==> config.mk <==
export PLATFORM = sky130hd
export DESIGN_NAME = m68k_bus_cycle_sequencer
export DESIGN_NICKNAME = d
export VERILOG_FILES = /design/src/rtl/pistorm16_bus_pkg.sv /design/src/rtl/sync2.sv /design/src/rtl/m68k_bus_cycle_sequencer.sv
export SDC_FILE = /design/constraint.sdc
export NUM_CORES = 1
export LEC_CHECK = 0
export ABC_AREA = 1
export BUFFER_PORTS_ARGS = -buffer_cell sky130_fd_sc_hd__clkbuf_2
export CORE_UTILIZATION = 55
export CTS_CLUSTER_SIZE = 40
export DETAILED_ROUTE_END_ITERATION = 10
export PLACE_DENSITY = 0.88
export SYNTH_ARGS = -nofsm -noshare
export SYNTH_HDL_FRONTEND = slang
export SYNTH_SLANG_ARGS = --single-unit
==> constraint.sdc <==
create_clock -name SYS_CLK -period 4.5 [get_ports SYS_CLK]
set_input_delay 0.45 -clock SYS_CLK [delete_from_list [all_inputs] [get_ports SYS_CLK]]
set_output_delay 0.45 -clock SYS_CLK [all_outputs]
set_load 0.05 [all_outputs]
==> src/rtl/pistorm16_bus_pkg.sv <==
// Shared types and constants for the PiStorm16 Amiga-side bus logic.
package pistorm16_bus_pkg;

    localparam int unsigned ADDR_W = 23;
    localparam int unsigned DATA_W = 16;
    localparam int unsigned FC_W   = 3;
    localparam int unsigned TMO_W  = 16;

    localparam int unsigned DEFAULT_TIMEOUT_CYCLES = 256;

    typedef enum logic [2:0] {
        IDLE,
        ARM,
        S0,
        S2,
        S4,
        S6,
        S7
    } bus_state_e;

    // 68000 function-code encodings
    localparam logic [FC_W-1:0] USER_DATA  = 3'b001;
    localparam logic [FC_W-1:0] USER_PROG  = 3'b010;
    localparam logic [FC_W-1:0] SUPER_DATA = 3'b101;
    localparam logic [FC_W-1:0] SUPER_PROG = 3'b110;
    localparam logic [FC_W-1:0] CPU_SPACE  = 3'b111;

    typedef struct packed {
        logic [ADDR_W-1:0] addr;
        logic [DATA_W-1:0] wdata;
        logic [FC_W-1:0]   fc;
        logic              rnw;
        logic              uds;
        logic              lds;
    } bus_req_t;

endpackage

==> src/rtl/sync2.sv <==
// Two-flop synchroniser for raw asynchronous bus inputs (DTACK, BERR, IPL, VPA).
module sync2 #(
    parameter int unsigned      WIDTH     = 1,
    parameter logic [WIDTH-1:0] RESET_VAL = '0
) (
    input  logic             SYS_CLK,
    input  logic             SYS_RESET,
    input  logic [WIDTH-1:0] d,
    output logic [WIDTH-1:0] q
);

    logic [WIDTH-1:0] meta_q;

    always_ff @(posedge SYS_CLK) begin
        if (SYS_RESET) begin
            meta_q <= RESET_VAL;
            q      <= RESET_VAL;
        end else begin
            meta_q <= d;
            q      <= meta_q;
        end
    end

endmodule

==> src/rtl/m68k_bus_cycle_sequencer.sv <==
// Runs one 68000 asynchronous bus cycle (S0..S7) on MC_CLK edge strobes,
// driving address/data/FC/strobes and terminating on DTACK, BERR or timeout.
module m68k_bus_cycle_sequencer
    import pistorm16_bus_pkg::*;
#(
    parameter int unsigned TIMEOUT_CYCLES = DEFAULT_TIMEOUT_CYCLES
) (
    input  logic              SYS_CLK,
    input  logic              SYS_RESET,
    input  logic              mc_rise,
    input  logic              mc_fall,
    input  logic              req_valid,
    output logic              req_ready,
    input  logic [ADDR_W-1:0] req_addr,
    input  logic [DATA_W-1:0] req_wdata,
    input  logic              req_rnw,
    input  logic              req_uds,
    input  logic              req_lds,
    input  logic [FC_W-1:0]   req_fc,
    output logic              resp_valid,
    output logic [DATA_W-1:0] resp_rdata,
    output logic              resp_berr,
    input  logic              nDTACK,
    input  logic              nBERR,
    input  logic [DATA_W-1:0] D_IN,
    output logic [ADDR_W-1:0] A_OUT,
    output logic              A_DRIVE,
    output logic [DATA_W-1:0] D_OUT,
    output logic              D_DRIVE,
    output logic [FC_W-1:0]   FC_OUT,
    output logic              FC_DRIVE,
    output logic              RnW_OUT,
    output logic              nAS_OUT,
    output logic              nUDS_OUT,
    output logic              nLDS_OUT,
    output logic              busy
);

    localparam logic [TMO_W-1:0] TMO_LAST = TMO_W'(TIMEOUT_CYCLES - 1);

    bus_state_e        state_q, state_d;
    bus_req_t          req_q, req_d;
    logic [TMO_W-1:0]  cnt_q, cnt_d;
    logic              berr_q, berr_d;

    logic              req_ready_d, busy_d, resp_valid_d, resp_berr_d;
    logic [DATA_W-1:0] resp_rdata_d, d_out_d;
    logic [ADDR_W-1:0] a_out_d;
    logic [FC_W-1:0]   fc_out_d;
    logic              a_drive_d, d_drive_d, fc_drive_d, rnw_out_d;
    logic              nas_d, nuds_d, nlds_d;

    logic [1:0]        term_sync;
    logic              ndtack_s, nberr_s;

    sync2 #(
        .WIDTH     (2),
        .RESET_VAL (2'b11)
    ) u_term_sync (
        .SYS_CLK   (SYS_CLK),
        .SYS_RESET (SYS_RESET),
        .d         ({nBERR, nDTACK}),
        .q         (term_sync)
    );

    assign nberr_s  = term_sync[1];
    assign ndtack_s = term_sync[0];

    // Next-state and next-output decode; everything holds unless a strobe moves it
    always_comb begin
        state_d      = state_q;
        req_d        = req_q;
        cnt_d        = cnt_q;
        berr_d       = berr_q;
        resp_valid_d = 1'b0;
        resp_berr_d  = resp_berr;
        resp_rdata_d = resp_rdata;
        a_out_d      = A_OUT;
        a_drive_d    = A_DRIVE;
        d_out_d      = D_OUT;
        d_drive_d    = D_DRIVE;
        fc_out_d     = FC_OUT;
        fc_drive_d   = FC_DRIVE;
        rnw_out_d    = RnW_OUT;
        nas_d        = nAS_OUT;
        nuds_d       = nUDS_OUT;
        nlds_d       = nLDS_OUT;

        case (state_q)
            IDLE: begin
                if (req_valid && req_ready) begin
                    req_d.addr  = req_addr;
                    req_d.wdata = req_wdata;
                    req_d.fc    = req_fc;
                    req_d.rnw   = req_rnw;
                    req_d.uds   = req_uds;
                    req_d.lds   = req_lds;
                    cnt_d       = '0;
                    berr_d      = 1'b0;
                    state_d     = ARM;
                end
            end
            ARM: begin
                a_out_d    = req_q.addr;
                fc_out_d   = req_q.fc;
                rnw_out_d  = req_q.rnw;
                a_drive_d  = 1'b1;
                fc_drive_d = 1'b1;
                if (mc_rise) begin
                    state_d = S0;
                end
            end
            S0: begin
                if (mc_fall) begin
                    nas_d = 1'b0;
                    if (req_q.rnw) begin
                        nuds_d = ~req_q.uds;
                        nlds_d = ~req_q.lds;
                    end else begin
                        d_out_d   = req_q.wdata;
                        d_drive_d = 1'b1;
                    end
                    state_d = S2;
                end
            end
            S2: begin
                if (mc_rise) begin
                    if (!req_q.rnw) begin
                        nuds_d = ~req_q.uds;
                        nlds_d = ~req_q.lds;
                    end
                    state_d = S4;
                end
            end
            S4: begin
                // BERR beats DTACK; DTACK beats the timeout on the final wait state
                if (mc_fall) begin
                    if (!nberr_s || (ndtack_s && (cnt_q == TMO_LAST))) begin
                        berr_d       = 1'b1;
                        resp_rdata_d = '0;
                        nas_d        = 1'b1;
                        nuds_d       = 1'b1;
                        nlds_d       = 1'b1;
                        state_d      = S7;
                    end else if (!ndtack_s) begin
                        state_d = S6;
                    end else begin
                        cnt_d = cnt_q + TMO_W'(1);
                    end
                end
            end
            S6: begin
                if (mc_fall) begin
                    resp_rdata_d = req_q.rnw ? D_IN : '0;
                    nas_d        = 1'b1;
                    nuds_d       = 1'b1;
                    nlds_d       = 1'b1;
                    state_d      = S7;
                end
            end
            S7: begin
                if (mc_rise) begin
                    a_drive_d    = 1'b0;
                    d_drive_d    = 1'b0;
                    fc_drive_d   = 1'b0;
                    rnw_out_d    = 1'b1;
                    cnt_d        = '0;
                    resp_valid_d = 1'b1;
                    resp_berr_d  = berr_q;
                    state_d      = IDLE;
                end
            end
            default: begin
                state_d = IDLE;
            end
        endcase

        req_ready_d = (state_d == IDLE) && !resp_valid_d;
        busy_d      = (state_d != IDLE);
    end

    always_ff @(posedge SYS_CLK) begin
        if (SYS_RESET) begin
            state_q    <= IDLE;
            req_q      <= '0;
            cnt_q      <= '0;
            berr_q     <= 1'b0;
            req_ready  <= 1'b1;
            busy       <= 1'b0;
            resp_valid <= 1'b0;
            resp_berr  <= 1'b0;
            resp_rdata <= '0;
            A_OUT      <= '0;
            A_DRIVE    <= 1'b0;
            D_OUT      <= '0;
            D_DRIVE    <= 1'b0;
            FC_OUT     <= '0;
            FC_DRIVE   <= 1'b0;
            RnW_OUT    <= 1'b1;
            nAS_OUT    <= 1'b1;
            nUDS_OUT   <= 1'b1;
            nLDS_OUT   <= 1'b1;
        end else begin
            state_q    <= state_d;
            req_q      <= req_d;
            cnt_q      <= cnt_d;
            berr_q     <= berr_d;
            req_ready  <= req_ready_d;
            busy       <= busy_d;
            resp_valid <= resp_valid_d;
            resp_berr  <= resp_berr_d;
            resp_rdata <= resp_rdata_d;
            A_OUT      <= a_out_d;
            A_DRIVE    <= a_drive_d;
            D_OUT      <= d_out_d;
            D_DRIVE    <= d_drive_d;
            FC_OUT     <= fc_out_d;
            FC_DRIVE   <= fc_drive_d;
            RnW_OUT    <= rnw_out_d;
            nAS_OUT    <= nas_d;
            nUDS_OUT   <= nuds_d;
            nLDS_OUT   <= nlds_d;
        end
    end

endmodule

==> results of run 1 <==
-- state kept, by name, indices dropped and copies added (netlist names) --
signal and count:
A_OUT 23, D_DRIVE 1, D_OUT 16, FC_DRIVE 1, FC_OUT 3, RnW_OUT 1
berr_q 1, busy 1, cnt_q 16, nAS_OUT 1, nLDS_OUT 1, nUDS_OUT 1
req_q 45, req_ready 1, resp_berr 1, resp_rdata 16, resp_valid 1, state_q 3
u_term_sync.meta_q 2, u_term_sync.q 2
-- kinds of logic after synthesis --
group,after synthesis,synth area share (%)
AO/OA/AOI/OAI,162,15.0
XOR/XNOR,11,1.73
adder cells (fa/ha/maj),1,0.225
buffers and inverters,91,7.05
flip-flops,137,49.2
AND/OR/NAND/NOR,347,26.7
-- critical path, cell delays in order, from the launching register on --
cell     delay (ps)
dfxtp_1         330
nor2_1          180
nand2_1         360
inv_2           320
nand3_2         360
nand3_2         430
nand2_1         100
nand2_1         110
nand2_2          90
nor2_1           80
-- final timing paths --
kind | slack [ps] | from | endpoint
max | 2070 | state_q[1] | req_ready
max reg2reg | 2070 | state_q[1] | req_ready
min | 130 | nDTACK | u_term_sync.meta_q[0]
min reg2reg | 420 | u_term_sync.meta_q[1] | u_term_sync.q[1]
-- power by group through the flow --
stage	registers (mW)	clock network (mW)	logic [mW]
finish	1.41	1.30	0.599
global route	1.43	1.36	0.661
CTS	1.41	1.31	0.601
detailed placement	1.44	0	0.597
global placement	1.43	0	0.586
floorplan	1.60	0	0.284
-- synthesized netlist by cell type, types with 5 or more instances --
master | count | area (um2)
nor2_1 | 173 | 649
dfxtp_1 | 137 | 2740
nand2_1 | 107 | 402
o21ai_0 | 94 | 470
a21oi_1 | 64 | 320
inv_1 | 43 | 161
clkbuf_1 | 30 | 113
nand4_1 | 21 | 131
nand3_1 | 18 | 90.1
nor3_1 | 8 | 40.0
xor2_1 | 7 | 61.3
buf_2 | 5 | 25.0
buf_6 | 5 | 56.3
inv_2 | 5 | 18.8
-- layer usage --
| metal | global-route usage, % | up-vias | share of wire, % |
|---|---|---|---|
| met5 | 0 | - | 0 |
| met4 | 8.79 | 0 | 1.5 |
| met3 | 9.97 | 22 | 8.7 |
| met2 | 42.8 | 202 | 47 |
| met1 | 32.2 | 2408 | 43 |
| li1 | - | 2662 | - |
-- cells in the final DEF, fill, tap and decap left out, drive strengths merged --
cell type  instances
nor2             177
clkbuf           156
dfxtp            137
nand2            113
o21ai             94
a21oi             65
inv               53
nand3             22
nand4             21
nor3               9
xor2               7
clkinv             5
xnor2              4
or2                4
buf                3
nor3b              1
a22oi              1
o21a               1
o211a              1
ha                 1
clkinvlp           1
bufinv             1
-- per-stage QoR --
| step | setup slack [ps] | util [%] | total power, mW | instances | area, um2 |
|---|---|---|---|---|---|
| floorplan | 2850 | - | 1.89 | 749 | 5570 |
| global placement | 2040 | 63.8 | 2.02 | 979 | 6240 |
| detailed placement | 1990 | 63.8 | 2.03 | 979 | 6240 |
| CTS | 2090 | 69.4 | 3.32 | 1010 | 6790 |
| global route | 1730 | 69.4 | 3.45 | 1010 | 6790 |
| finish | 2070 | 69.4 | 3.31 | 1010 | 6790 |
-- cell type report --
cell class              instances  area, um2  share of cell area [%]
flip-flops and latches        137       2740                    40.4
inverters                      49        184                    2.71
multi-input cells             521       2440                    36.0
clock buffers                  20        435                    6.42
well taps                     133        166                    2.45
repair buffers                139        703                    10.4
clock inverters                11        115                    1.70
==> impl_metrics.csv, run 1 <==
group,metric,value,unit
critical_path,arrival,2890,ps
sta,tns,0,ps
power_and_ir_drop,seq_power_share,42.7,%
drt,remaining_drc_errors,0,
power_and_ir_drop,power.switching,1.06,mW
critical_path,cp-end-kind,"flop",
floorplanning,core,9770,um2
worst_hold_path,whs_path_depth,2,
placement,gp_congestion,0.889,
power_and_ir_drop,p_per_area,488,nW/um2
cts,postCtsHoldBufs,0,
floorplanning,rows,36,
final_layout,nFillCells,791,
logic_synthesis,netlist_instances,749,
sta,setup_violations,0,
final_layout,drive_gt1_share,22.3,%
drt,viasPerCell,5.24,
global_routing,antenna_found_initial,0,
global_routing,grt_pass1_wl,21700,um
cts,cts_max_level,4,
critical_path,worstSetupPathType,"flop to flop",
critical_path,cp.required,4960,ps
floorplanning,io_pins,137,
logic_synthesis,synth_ff_type,"dfxtp_1",
power_and_ir_drop,peakVddDrop,0.339,mV
cts,insertion_delay,530,ps
power_and_ir_drop,combPwrFrac,18.1,%
logic_synthesis,synthArstFlopShare,0,%
cts,tritoncts,"yes",
critical_path,crit_fanout,20,
floorplanning,fp.dieArea,10500,um2
drt,wl_per_cell,13.1,um
sta,worst_slew_pin_slew,956,ps
cts,cts-resized-gates,0,
placement,dpl.hpwl,8230,um
sta,clock_skew,8.65,ps
sta,hold_viol,0,
global_routing,grt.overflow.total,0,
cts,clock_sinks,137,
sta,finalHoldWorstSlack,131,ps
sta,period_share,54.1,%
drt,dr.pass1.iters,5,
global_routing,grt_util_all_layers,26.4,%
floorplanning,dieHeight,103,um
logic_synthesis,synth.avg_cell_area,7.44,um2
drt,drt_iter0_markers,196,
sta,relSlewSlack,36.2,%
drt,vias,5294,
cts,cts.path.max_buffers,2,
run,cap_violations,0,
drt,drt_wl_total,13200,um
worst_hold_path,holdCritPathClass,"primary input to flop",
power_and_ir_drop,internal_power,2.25,mW
status,status,"finished clean",
logic_synthesis,syn_nets,818,
logic_synthesis,ys_warn_count,0,
final_layout,layout.nets,934,
logic_synthesis,synth_cell_types,30,
sta,slew_viol_final,0,
sta,max_freq,411,MHz
cts,postCtsSetupBuffers,0,
cts,clockRootBuffer,"clkbuf_8",
cts,cts_made_buffers,17,
floorplanning,die_w,103,um
power_and_ir_drop,p_leak,2.98,nW
logic_synthesis,synth-edff-count,0,
logic_synthesis,seq_area_frac_synth,49.2,%
global_routing,grt_max_degree,57,
critical_path,critPathLaunchType,"flop",
critical_path,ff2ff_path_depth,9,
sta,period_minus_slack,2430,ps
logic_synthesis,ys_ff_latch,137,
drt,drtAntennaViolNets,0,
placement,port_buffers,136,
power_and_ir_drop,swShare,32.1,%
logic_synthesis,netlist_area,5570,um2
cts,clk_pin_slew,60,ps
floorplanning,initial_core_util,57.0,%
power_and_ir_drop,clock_power_share,39.2,%
final_layout,antenna_cells,0,
sta,rsz0062_at_grt,"no",
final_layout,area_growth_syn_to_layout,21.8,%
global_routing,grt_pass1_vias,4762,
Power figures use the tool's default switching activity.
==> run 2: changes to the inputs <==
--- a/config.mk
+++ b/config.mk
@@ -7,10 +7,10 @@
 export LEC_CHECK = 0
 export ABC_AREA = 1
 export BUFFER_PORTS_ARGS = -buffer_cell sky130_fd_sc_hd__clkbuf_2
-export CORE_UTILIZATION = 55
+export CORE_UTILIZATION = 48
 export CTS_CLUSTER_SIZE = 40
 export DETAILED_ROUTE_END_ITERATION = 10
-export PLACE_DENSITY = 0.88
+export PLACE_DENSITY = 0.82
 export SYNTH_ARGS = -nofsm -noshare
 export SYNTH_HDL_FRONTEND = slang
 export SYNTH_SLANG_ARGS = --single-unit
==> constraint.sdc (replaced) <==
create_clock -name SYS_CLK -period 2.03 [get_ports SYS_CLK]
set_input_delay 0.203 -clock SYS_CLK [delete_from_list [all_inputs] [get_ports SYS_CLK]]
set_output_delay 0.203 -clock SYS_CLK [all_outputs]
set_load 0.05 [all_outputs]
==> run 2 against run 1 <==
Compared with the run above:
- clock power rose by 130%
- worst setup slack got worse by 1900 ps
- sequential cell count did not move
- non-clock buffer count rose by 12
- core utilization fell by 6.8 points
- largest power group unchanged
==> impl_metrics.csv, run 2 (synthesis gave the netlist of run 1 again) <==
group,metric,value,unit
power_and_ir_drop,p_per_area,1070,nW/um2
placement,dpl.hpwl,8550,um
drt,viasPerCell,5.02,
floorplanning,initial_core_util,50.3,%
floorplanning,core,11100,um2
power_and_ir_drop,power,7.44,mW
critical_path,arrival,2140,ps
drt,vias,5169,
critical_path,path_cells,"ha_2, nand3_2, nor3_4, nand2_2, nand2_2, nand2_2, nand2_4, inv_2, nand2_1, a21oi_1",
final_layout,drive_gt1_share,23.4,%
power_and_ir_drop,peakVddDrop,0.615,mV
cts,clock_sinks,137,
critical_path,slowest_delay,390,ps
drt,wl_per_cell,12.6,um
placement,place_area,6340,um2
drt,dr.pass1.iters,5,
floorplanning,io_pins,137,
final_layout,antenna_cells,0,
placement,gp_congestion,0.879,
critical_path,cp.required,2310,ps
final_layout,final_cell_mix,"173 x nor2_1, 137 x dfxtp_1, 136 x clkbuf_2",
sta,setup_ws,168,ps
global_routing,grt_pass1_vias,4874,
sta,setup_violations,0,
final_layout,regMostFlops,"req_q",
sta,hold_viol,0,
global_routing,antenna_found_initial,0,
placement,port_buffers,136,
sta,period_share,91.7,%
final_layout,final_area,6940,um2
cts,cts.path.max_buffers,2,
cts,postCtsSetupBuffers,0,
sta,tns,0,ps
final_layout,area_growth_syn_to_layout,24.5,%
cts,insertion_delay,410,ps
floorplanning,rows,38,
critical_path,critPathLaunchType,"flop",
cts,cts_made_buffers,17,
final_layout,nFillCells,983,
placement,dp_slack,147,ps
floorplanning,dieHeight,110,um
global_routing,grt.overflow.total,0,
final_layout,top_regs,"req_q: 45 flops, A_OUT: 23 flops",
drt,drt_iter0_markers,226,
critical_path,cp_top_family,"simple AND/OR/NAND/NOR gates",
sta,period_minus_slack,1860,ps
critical_path,crit_buf_inv,1,
drt,remaining_drc_errors,0,
worst_hold_path,holdCritPathClass,"primary input to flop",
final_layout,largest_reg_flops,45,
critical_path,critical_path.most_common_cell,"nand2_2",
sta,relSlewSlack,63.1,%
floorplanning,fp.dieArea,12000,um2
cts,tritoncts,"yes",
critical_path,crit_path_top_delay_cell,"dfxtp_1",
cts,clockRootBuffer,"clkbuf_16",
floorplanning,die_w,110,um
final_layout,final_common_cell,"nor2_1",
drt,drtAntennaViolNets,0,
global_routing,grt_util_all_layers,23.1,%
critical_path,crit_cells,10,
drt,drt_wl_total,13000,um
power_and_ir_drop,p_leak,3.05,nW
critical_path,ff2ff_path_depth,10,
final_layout,layout.nets,946,
global_routing,grt_pass1_wl,21800,um
sta,slew_viol_final,0,
run,cap_violations,0,
sta,worst_slew_pin_slew,553,ps
cts,cts_max_level,4,
global_routing,grt_max_degree,74,
worst_hold_path,whs_path_depth,3,
cts,clk_pin_slew,60,ps
critical_path,worstSetupPathType,"flop to flop",
sta,max_freq,537,MHz
critical_path,cp-end-kind,"flop",
sta,rsz0062_at_grt,"no",
status,status,"finished clean",
sta,finalHoldWorstSlack,14.2,ps
sta,clock_skew,7.69,ps
critical_path,crit_fanout,18,
## run 2: changes by cell type in the layout (fill, tap and decap cells not counted), moves of 2 or more
cell	previous run	this run
buf_4	3	11
inv_8	1	3
buf_12	0	2
dlygate4sd3_1	0	2
clkbuf_8	2	0
clkinvlp_4	1	3
## run 2: layer usage
metal | GRT usage [%] | share of wire [%]
met2 | 37.1 | 47
met4 | 8.00 | 0.90
met3 | 7.35 | 7.4
met1 | 29.1 | 45
met5 | 0 | 0
## run 2: power by group
group | leakage [nW] | switching (mW) | internal [mW]
logic | 1.66 | 1.01 | 0.365
clock network | 0.270 | 1.23 | 1.72
registers | 1.12 | 0.135 | 2.98
## run 2: worst reg2reg max path: cells and delay by family (launching register included)
kind,cells,cell delay [ps]
AOI/OAI and AO/OA,1,60
DFF,1,390
and+or+nand+nor,7,870
buffers and inverters,1,160
adders and majority gates,1,260
## run 2: cell type report
| type | count | area, um2 | area share (%) |
|---|---|---|---|
| multi-input cells | 521 | 2440 | 35.2 |
| clock inverters | 13 | 135 | 1.95 |
| well taps | 140 | 175 | 2.53 |
| repair buffers | 151 | 823 | 11.9 |
| inverters | 49 | 184 | 2.65 |
| clock buffers | 19 | 433 | 6.24 |
| flip-flops and latches | 137 | 2740 | 39.5 |
## run 2: per-stage QoR
step	cells	util, %
after floorplan	749	-
after global placement	996	57.3
after detailed placement	996	57.3
after CTS	1030	62.6
after global routing	1030	62.6
final	1030	62.6
## run 2: path summary, 6_finish.rpt
kind                          from               end  slack (ps)
min reg2reg  u_term_sync.meta_q[0]  u_term_sync.q[0]         430
min                    req_addr[3]         req_q[25]          10
max reg2reg               cnt_q[0]         cnt_q[14]         170
max                       cnt_q[0]         cnt_q[14]         170
## run 2: timing repair
| action | CTS | global route |
|---|---|---|
| hold buffers | 2 | 0 |
| endpoints found under the setup margin | 0 | 2 |
| resized for setup | 0 | 1 |
| hold endpoints to repair | 2 | 0 |
==> run 3: changes to the inputs <==
--- a/config.mk
+++ b/config.mk
@@ -7,10 +7,12 @@
 export LEC_CHECK = 0
 export ABC_AREA = 1
 export BUFFER_PORTS_ARGS = -buffer_cell sky130_fd_sc_hd__clkbuf_2
+export CAP_MARGIN = 20
 export CORE_UTILIZATION = 48
 export CTS_CLUSTER_SIZE = 40
 export DETAILED_ROUTE_END_ITERATION = 10
 export PLACE_DENSITY = 0.82
 export SYNTH_ARGS = -nofsm -noshare
 export SYNTH_HDL_FRONTEND = slang
+export SYNTH_HIERARCHICAL = 1
 export SYNTH_SLANG_ARGS = --single-unit
==> run 3 against run 2 <==
Compared with the run above:
- register-to-register slack gained 20 ps
- first-iteration DRC count is 15% lower
- hold slack gained 45 ps
- core utilization up 0.13 points
- sequential share of layout area up 0.28 points
- routed wire length is 1.0% higher
- critical path type unchanged
==> impl_metrics.csv, run 3 <==
group,metric,value,unit
final_layout,regMostFlops,"req_q",
floorplanning,io_pins,137,
power_and_ir_drop,combPwrFrac,16.0,%
floorplanning,dieHeight,109,um
critical_path,r2r-start,"cnt_q[1]",
drt,drtAntennaViolNets,0,
global_routing,grt_util_all_layers,23.4,%
sta,worst_slew_pin_slew,488,ps
logic_synthesis,syn_nets,804,
logic_synthesis,synth-edff-count,0,
cts,cts_max_level,4,
cts,tritoncts,"yes",
placement,gp_congestion,0.867,
cts,clock_sinks,137,
sta,clock_skew,8.24,ps
sta,slew_viol_final,0,
logic_synthesis,ys_warn_count,6,
floorplanning,die_w,109,um
final_layout,area_growth_syn_to_layout,25.8,%
final_layout,largest_reg_flops,45,
drt,remaining_drc_errors,0,
placement,place_area,6250,um2
drt,viasPerCell,5.07,
cts,clk_pin_slew,60,ps
power_and_ir_drop,power.switching,2.06,mW
critical_path,path_cells,"ha_2, nand3_2, nor3_4, nand2_2, nand2_1, nand2_2, nand2_2, nand2_8, inv_4, nor2_1, nor2_1",
worst_hold_path,min_to,"req_q[26]",
final_layout,top_regs,"req_q: 45 flops, A_OUT: 23 flops",
critical_path,crit_fanout,19,
placement,port_buffers,136,
logic_synthesis,synth_top_area_share,50.1,%
critical_path,r2r_end,"resp_rdata[7]",
critical_path,arrival,2180,ps
power_and_ir_drop,p_leak,2.93,nW
critical_path,ff2ff_path_depth,11,
final_layout,layout.nets,931,
worst_hold_path,whs_path_depth,3,
worst_hold_path,min_from,"req_addr[4]",
critical_path,worstSetupPathType,"flop to flop",
logic_synthesis,netlist_area,5480,um2
cts,clockRootBuffer,"clkbuf_16",
logic_synthesis,yosys-top-cells-area,"dfxtp_1 50%, a21oi_1 9.7%, o21ai_0 7.9%",
critical_path,crit_cells,11,
power_and_ir_drop,clock_power_share,41.6,%
global_routing,grt_max_degree,91,
logic_synthesis,synth.avg_cell_area,7.45,um2
critical_path,cp.required,2380,ps
critical_path,critPathLaunchType,"flop",
logic_synthesis,synthMostInstantiatedCell,"dfxtp_1",
sta,hold_viol,0,
drt,drt_wl_total,13100,um
sta,setup_violations,0,
floorplanning,core,11000,um2
critical_path,crit_path_top_delay_cell,"dfxtp_1",
logic_synthesis,synthTopCellsByCount,"137 x dfxtp_1, 106 x a21oi_1, 104 x nand2_1",
drt,dr.pass1.iters,5,
logic_synthesis,ys_ff_latch,137,
logic_synthesis,synth_cell_types,28,
global_routing,grt_pass1_wl,21800,um
global_routing,grt.overflow.total,0,
final_layout,final_area,6890,um2
logic_synthesis,seq_area_frac_synth,50.1,%
cts,cts_made_buffers,17,
cts,cts.path.max_buffers,2,
critical_path,slowest_delay,360,ps
final_layout,drive_gt1_share,23.0,%
global_routing,grt_pass1_vias,4750,
placement,dpl.hpwl,8690,um
power_and_ir_drop,seq_power_share,42.4,%
sta,max_freq,544,MHz
status,status,"finished clean",
floorplanning,rows,38,
logic_synthesis,synth_ff_type,"dfxtp_1",
critical_path,r2r_slack,190,ps
cts,insertion_delay,420,ps
power_and_ir_drop,internal_power,5.14,mW
critical_path,cp-end-kind,"flop",
sta,tns,0,ps
critical_path,critical_path.most_common_cell,"nand2_2",
drt,drt_iter0_markers,193,
power_and_ir_drop,power,7.20,mW
floorplanning,initial_core_util,49.9,%
power_and_ir_drop,swShare,28.7,%
power_and_ir_drop,p_per_area,1040,nW/um2
sta,period_share,90.6,%
logic_synthesis,netlist_instances,735,
logic_synthesis,yosysTopAreaCell,"dfxtp_1",
final_layout,final_cell_mix,"136 x dfxtp_1, 136 x clkbuf_2, 106 x a21oi_1",
sta,rsz0062_at_grt,"no",
global_routing,antenna_found_initial,0,
worst_hold_path,holdCritPathClass,"primary input to flop",
drt,wl_per_cell,12.9,um
run,cap_violations,0,
sta,period_minus_slack,1840,ps
drt,vias,5145,
power_and_ir_drop,peakVddDrop,0.971,mV
logic_synthesis,synthArstFlopShare,0,%
critical_path,cp_top_family,"simple AND/OR/NAND/NOR gates",
final_layout,antenna_cells,0,
floorplanning,fp.dieArea,11800,um2
critical_path,crit_buf_inv,1,
sta,relSlewSlack,67.4,%
==> run 3: changes by cell type after synthesis, sizes merged, moves of 4 or more <==
cell	change
clkbuf	+4
nand2	-4
nand4	-19
nor3	+4
inv	+29
nand3	+31
o21ai	-7
or2	-4
a21oi	+41
nor2	-89
==> run 3: cell families after synthesis <==
kind of cell               share of synthesized area [%]
buffers and inverters                               9.25
AOI/OAI and AO/OA                                   17.9
and+or+nand+nor                                     21.0
DFF                                                 50.1
adders and majority gates                          0.228
xor gates and xnor gates                            1.44
==> run 3: power by group through the flow <==
stage	combinational [mW]	clock, mW	sequential [mW]
2_1_floorplan	0.604	0	3.34
3_3_place_gp	1.12	0	3.10
3_5_place_dp	1.14	0	3.11
4_1_cts	1.16	3.04	3.05
5_1_grt	1.28	3.15	3.08
6_report	1.15	3.00	3.05
==> run 3: worst max-delay path by stage <==
stage / start / endpoint
6_report: cnt_q[1] / resp_rdata[7]
5_1_grt: cnt_q[1] / req_ready
4_1_cts: cnt_q[0] / resp_rdata[7]
3_5_place_dp: cnt_q[0] / resp_rdata[7]
3_3_place_gp: cnt_q[0] / resp_rdata[4]
2_1_floorplan: req_ready / cnt_q[3]
==> run 3: cell type report <==
class	instances	area (um2)
Clock inverter	10	119
Tap cell	140	175
Sequential cell	137	2740
Fill cell	980	4090
Multi-Input combinational cell	475	2260
Clock buffer	21	460
Inverter	78	295
Timing Repair Buffer	153	838
==> run 3: metal layers <==
metal	GRT usage (%)	part of all wire, %	routed length, um	up-vias
met5	0	0	0	-
met4	8.88	1.6	205	0
met3	7.53	7.0	918	20
met2	39.3	49	6370	141
met1	27.6	43	5600	2348
li1	-	-	-	2636
==> run 3: worst register-to-register path, stage by stage, from the launching register on <==
cell	delay [ps]
dfxtp_1	360
ha_2	230
nand3_2	130
nor3_4	230
nand2_2	90
nand2_1	100
nand2_2	70
nand2_2	110
nand2_8	110
inv_4	170
nor2_1	60
nor2_1	110
==> run 3: stage by stage <==
| stage | instances | hold slack (ps) | utilization (%) | setup WS (ps) |
|---|---|---|---|---|
| finish | 1014 | 59.5 | 62.7 | 192 |
| global route | 1014 | 76.7 | 62.7 | 14.3 |
| CTS | 1013 | 55.9 | 62.4 | 144 |
| detailed placement | 980 | 390 | 56.9 | 165 |
| global placement | 980 | 384 | 56.9 | 235 |
| floorplan | 735 | 295 | - | 349 |
==> run 3: what timing repair did <==
item                                   4_1_cts  5_1_grt
endpoints found under the hold margin        2        0
setup buffers                                0        1
setup endpoints to repair                    0       29
hold buffers                                 2        0
resized for setup                            0        8
